## src/rtl/alu_sequencer.sv

```systemverilog
// alu_sequencer: accepts one ALU command at a time, drives the captured
// opcode and operands to an external combinational ALU, samples its result
// one cycle later, and presents a checked response. Divide/modulo by zero and
// illegal opcodes are flagged with an error and a fixed data value.

module alu_sequencer #(
    parameter int CNT_W = 8
) (
    input  logic             clk_i,
    input  logic             rst_ni,
    input  logic             cmd_valid_i,
    output logic             cmd_ready_o,
    input  logic [2:0]       cmd_op_i,
    input  logic [7:0]       cmd_a_i,
    input  logic [7:0]       cmd_b_i,
    output logic [2:0]       alu_ctrl_o,
    output logic [7:0]       alu_data0_o,
    output logic [7:0]       alu_data1_o,
    input  logic [7:0]       alu_result_i,
    output logic             rsp_valid_o,
    input  logic             rsp_ready_i,
    output logic [7:0]       rsp_data_o,
    output logic             rsp_err_o,
    output logic             busy_o,
    output logic [CNT_W-1:0] op_count_o
);

    localparam logic [2:0] OP_ADD = 3'b000;
    localparam logic [2:0] OP_SUB = 3'b001;
    localparam logic [2:0] OP_MUL = 3'b010;
    localparam logic [2:0] OP_DIV = 3'b011;
    localparam logic [2:0] OP_MOD = 3'b100;

    typedef enum logic [1:0] {
        ST_IDLE = 2'd0,
        ST_EXEC = 2'd1,
        ST_RESP = 2'd2
    } state_t;

    state_t           state_r;
    logic             cmd_ready_r;
    logic             busy_r;
    logic [2:0]       alu_ctrl_r;
    logic [7:0]       alu_a_r;
    logic [7:0]       alu_b_r;
    logic             rsp_valid_r;
    logic [7:0]       rsp_data_r;
    logic             rsp_err_r;
    logic [CNT_W-1:0] op_count_r;

    logic [7:0]       resp_data_s;
    logic             resp_err_s;

    // Response qualification: error cases override the ALU result entirely.
    always_comb begin
        resp_data_s = alu_result_i;
        resp_err_s  = 1'b0;
        case (alu_ctrl_r)
            OP_ADD, OP_SUB, OP_MUL: begin
                resp_data_s = alu_result_i;
                resp_err_s  = 1'b0;
            end
            OP_DIV, OP_MOD: begin
                if (alu_b_r == 8'h00) begin
                    resp_data_s = 8'hFF;
                    resp_err_s  = 1'b1;
                end else begin
                    resp_data_s = alu_result_i;
                    resp_err_s  = 1'b0;
                end
            end
            default: begin
                resp_data_s = 8'h00;
                resp_err_s  = 1'b1;
            end
        endcase
    end

    // Control FSM with all outputs registered; one command in flight at most.
    always_ff @(posedge clk_i or negedge rst_ni) begin
        if (!rst_ni) begin
            state_r     <= ST_IDLE;
            cmd_ready_r <= 1'b1;
            busy_r      <= 1'b0;
            alu_ctrl_r  <= 3'b000;
            alu_a_r     <= 8'h00;
            alu_b_r     <= 8'h00;
            rsp_valid_r <= 1'b0;
            rsp_data_r  <= 8'h00;
            rsp_err_r   <= 1'b0;
            op_count_r  <= {CNT_W{1'b0}};
        end else begin
            case (state_r)
                ST_IDLE: begin
                    if (cmd_valid_i) begin
                        alu_ctrl_r  <= cmd_op_i;
                        alu_a_r     <= cmd_a_i;
                        alu_b_r     <= cmd_b_i;
                        cmd_ready_r <= 1'b0;
                        busy_r      <= 1'b1;
                        state_r     <= ST_EXEC;
                    end else begin
                        state_r     <= ST_IDLE;
                    end
                end
                ST_EXEC: begin
                    rsp_data_r  <= resp_data_s;
                    rsp_err_r   <= resp_err_s;
                    rsp_valid_r <= 1'b1;
                    state_r     <= ST_RESP;
                end
                ST_RESP: begin
                    // Ready is raised only after returning to IDLE, so a
                    // command presented during the handshake waits a cycle.
                    if (rsp_ready_i) begin
                        rsp_valid_r <= 1'b0;
                        cmd_ready_r <= 1'b1;
                        busy_r      <= 1'b0;
                        op_count_r  <= op_count_r + CNT_W'(1);
                        state_r     <= ST_IDLE;
                    end else begin
                        state_r     <= ST_RESP;
                    end
                end
                default: begin
                    rsp_valid_r <= 1'b0;
                    cmd_ready_r <= 1'b1;
                    busy_r      <= 1'b0;
                    state_r     <= ST_IDLE;
                end
            endcase
        end
    end

    assign cmd_ready_o = cmd_ready_r;
    assign busy_o      = busy_r;
    assign alu_ctrl_o  = alu_ctrl_r;
    assign alu_data0_o = alu_a_r;
    assign alu_data1_o = alu_b_r;
    assign rsp_valid_o = rsp_valid_r;
    assign rsp_data_o  = rsp_data_r;
    assign rsp_err_o   = rsp_err_r;
    assign op_count_o  = op_count_r;

endmodule

```

## config.mk

```make
export PLATFORM = sky130hd
export DESIGN_NAME = alu_sequencer
export DESIGN_NICKNAME = d
export VERILOG_FILES = /design/src/rtl/alu_sequencer.sv
export SDC_FILE = /design/constraint.sdc
export NUM_CORES = 1
export LEC_CHECK = 0
export CORE_MARGIN = 5
export CORE_UTILIZATION = 30
export DETAILED_ROUTE_END_ITERATION = 10
export GPL_TIMING_DRIVEN = 0
export PLACE_DENSITY = 0.69
export SYNTH_ARGS = -nofsm -noshare
export SYNTH_HDL_FRONTEND = slang
export SYNTH_SLANG_ARGS = --single-unit
```

## constraint.sdc

```tcl
create_clock -name clk_i -period 1.67 [get_ports clk_i]
set_input_delay 0.167 -clock clk_i [delete_from_list [all_inputs] [get_ports clk_i]]
set_output_delay 0.167 -clock clk_i [all_outputs]
set_load 0.03 [all_outputs]
```

==> impl_results.md <==
* Status: finished, final reports clean
* P_int at 3.15 mW
* Crit share post-route at 95.9%
* Fin area at 2720 µm²
* Largest net degree at the start of global routing at 26
* # diodes at 0
* Post-detailed-route count of antenna-violating nets at 0
* Slowest cell delay on critical path at 0.72 ns
* Count leader, synth: dfrtp_1
* Detail-routed via count per cell at 4.55
* CTS Buf Count at 5
* HP Class: primary input to async pin
* Required @ worst endpoint at 1.50 ns
* Io pins at 70
* Critical path launch point type: flop
* Area leader, netlist: dfrtp_1
* Synth top area share at 54.7%
* Yosys warning total at 0
* Final #Nets at 247
* Clk Latency, worst-skew pair at 0.29 ns
* Power, Total at 5.33 mW
* Async S/R FF share, synth at 100%
* Avg Cell Area, Syn at 13.4 µm²
* CP Capture Type: primary output
* Vias at 1324
* Die area at 7760 µm²
* Multi-input logic area at 736 µm²
* Worst vdd rail ir drop at 0.851 mV
* Max cap viols at 0
* RSZ-0062 raised after global routing: no
* Clock power share at 11.5%
* Distinct cells, synth at 34
* Final WS setup at 0.0681 ns
* Slew @ Worst Pin at 0.459 ns
* Post-synthesis sequential area ratio at 56.1%
* Initial antenna violation count at 0
* Worst slack at placement at 0.161 ns
* # clock sinks at 41
* Critical path class: flop to primary output
* Largest delay share family, worst path: buffers and inverters
* Core Footprint at 5920 µm²
* Sw frac at 40.9%
* Starting density of the core at 30.9%
* Post-synth EDFFs at 0
* Mapped Cells at 137
* Layout area overhead at 48.7%
* TritonCTS clock tree: built
* Pre-antenna DRT Iters at 3
* Hold Violations, Final at 0
* Seq. cell area at 1030 µm²
* Hpwl dp at 3070 µm
* Worst clock skew at 0.00266 ns
* Comb power frac at 55.0%
* Die height at 88.1 µm
* Critical path buffer and inverter count at 1
* CP Data Arrival Time at 1.43 ns
* Fillers at 564
* Placed cell area at 2630 µm²
* Maximum clock frequency at 624 MHz
* Leakage at 1.19 nW
* Clock Pin Slew Worst Setup and Hold Paths at 0.07 ns
* Critical Path Fanout Max at 5
* Slew Limit Fails at 0
* Yosys reg bits at 41
* CTS H-tree lvls at 2
* Final setup fails at 0
* Crit path time final at 1.60 ns
* Row cnt at 28
* Max Root-Sink Buffers at 2
* Slowest CP cell: clkdlybuf4s50_1
* Net Switching at 2.18 mW
* PortBufs at 69
* Top FF cell, synth: dfrtp_1
* Most frequent cells after synthesis: dfrtp_1, mux2_4, nand2_1
* Sequential share of power at 33.4%
* Most area-consuming cells after synthesis: dfrtp_1, mux2_4, nand2_1
* GRT Overall Usage at 11.6%
* Slew HR at 69.4%
* First DRT Iteration DRCs at 31
* Drt drc at 0
* Fraction of layout cells with a size suffix above 1 at 17.6%
* Die Wd at 88.1 µm
* RePlAce Congestion at 0.727
* First-pass GRT wire length at 6950 µm
* Routed wire per std cell at 14.2 µm
* Mapped Area at 1830 µm²
* PD cells at 1960 nW/µm²
* Root Driver: clkbuf_8
* WL final at 4120 µm
* Post-Synthesis Net Count at 169
* Vias in the first global route at 1421
* GRT overflow at 0
* CP Cell Sequence: clkdlybuf4s50_1
## routing by layer
metal | vias to the layer above | part of all wire [%] | track usage, %
met2 | 47 | 48 | 19.0
li1 | 636 | - | -
met1 | 635 | 42 | 14.1
met3 | 6 | 8.3 | 3.95
met4 | 0 | 1.6 | 4.53
met5 | - | 0 | 0
## sequential cells by signal, indices dropped and copies added, names as in the netlist
signal,flops
rsp_err_o,1
alu_data0_o,8
alu_data1_o,8
state_r,2
cmd_ready_o,1
rsp_data_o,8
rsp_valid_o,1
op_count_o,8
busy_o,1
alu_ctrl_o,3
## placed cells by master, fill, tap and decap left out, types with 2 or more instances in the layout
| cell | Yosys | layout |
|---|---|---|
| nand3_1 | 10 | 10 |
| clkbuf_8 | 0 | 5 |
| xor2_1 | 3 | 3 |
| o211ai_1 | 8 | 8 |
| inv_1 | 2 | 2 |
| nor2_1 | 4 | 4 |
| nor3_1 | 3 | 3 |
| nor4_1 | 2 | 2 |
| buf_12 | 2 | 3 |
| xnor2_1 | 4 | 4 |
| nand2_1 | 17 | 17 |
| clkbuf_1 | 1 | 4 |
| buf_2 | 1 | 2 |
| dfrtp_1 | 40 | 40 |
| a21oi_1 | 2 | 2 |
| mux2_4 | 19 | 19 |
| clkdlybuf4s50_1 | 0 | 66 |
## metrics by stage
step / hold WS [ns] / utilization [%] / setup TNS, ns / cells
after global placement: 0.459 / 44.2 / -24.94 / 281
final: 0.343 / 46.0 / 0 / 291
after global routing: 0.373 / 46.0 / 0 / 291
after detailed placement: 0.128 / 44.4 / 0 / 282
after floorplan: -0.129 / - / 0 / 137
after CTS: 0.356 / 45.9 / 0 / 291
## power groups by stage
stage | clock, mW | sequential [mW] | combinational (mW)
after floorplan | 0 | 2.56 | 1.05
after global placement | 0 | 1.79 | 2.93
after detailed placement | 0 | 1.80 | 2.98
after CTS | 0.642 | 1.79 | 2.98
after global routing | 0.686 | 1.86 | 3.12
final | 0.615 | 1.78 | 2.93
## worst paths after layout
| check | startpoint | endpoint | slack (ns) | depth (start not counted) |
|---|---|---|---|---|
| hold / removal | rst_ni | op_count_o[7]$_DFFE_PN0P_ | 0.34 | 2 |
| setup / recovery | alu_ctrl_o[0]$_DFFE_PN0P_ | alu_ctrl_o[0] | 0.07 | 1 |
| setup reg to reg | alu_ctrl_o[0]$_DFFE_PN0P_ | rsp_data_o[0]$_DFFE_PN0N_ | 0.18 | 3 |
| max in group asynchronous | rst_ni | cmd_ready_o$_DFFE_PN1P_ | 0.78 | 3 |
| min in group clk_i | alu_result_i[1] | rsp_data_o[1]$_DFFE_PN0N_ | 0.47 | 3 |
| hold reg to reg | rsp_valid_o$_DFFE_PN0P_ | rsp_valid_o$_DFFE_PN0P_ | 0.49 | 1 |
## repair_timing
item,4_1_cts,5_1_grt
gates resized for setup,1,1
hold buffers,1,0
setup buffers,0,0
endpoints found under the setup margin,1,1
endpoints found under the hold margin,16,0
## layout make-up
type | instances | area share [%]
Sequential cell | 41 | 37.7
Clock buffer | 8 | 2.94
Tap cell | 75 | 3.45
Multi-Input combinational cell | 89 | 27.0
Timing Repair Buffer | 71 | 26.3
Inverter | 2 | 0.276
Buffer | 5 | 2.21
## logic make-up after synthesis
group           synth area share, %
fa+ha+maj                     0.683
simple gates                   14.1
xor+xnor                       3.35
buf+inv                        3.69
compound gates                 6.43
mux                            15.6
flops                          56.1
No activity file was read; power rests on OpenSTA's default activity.
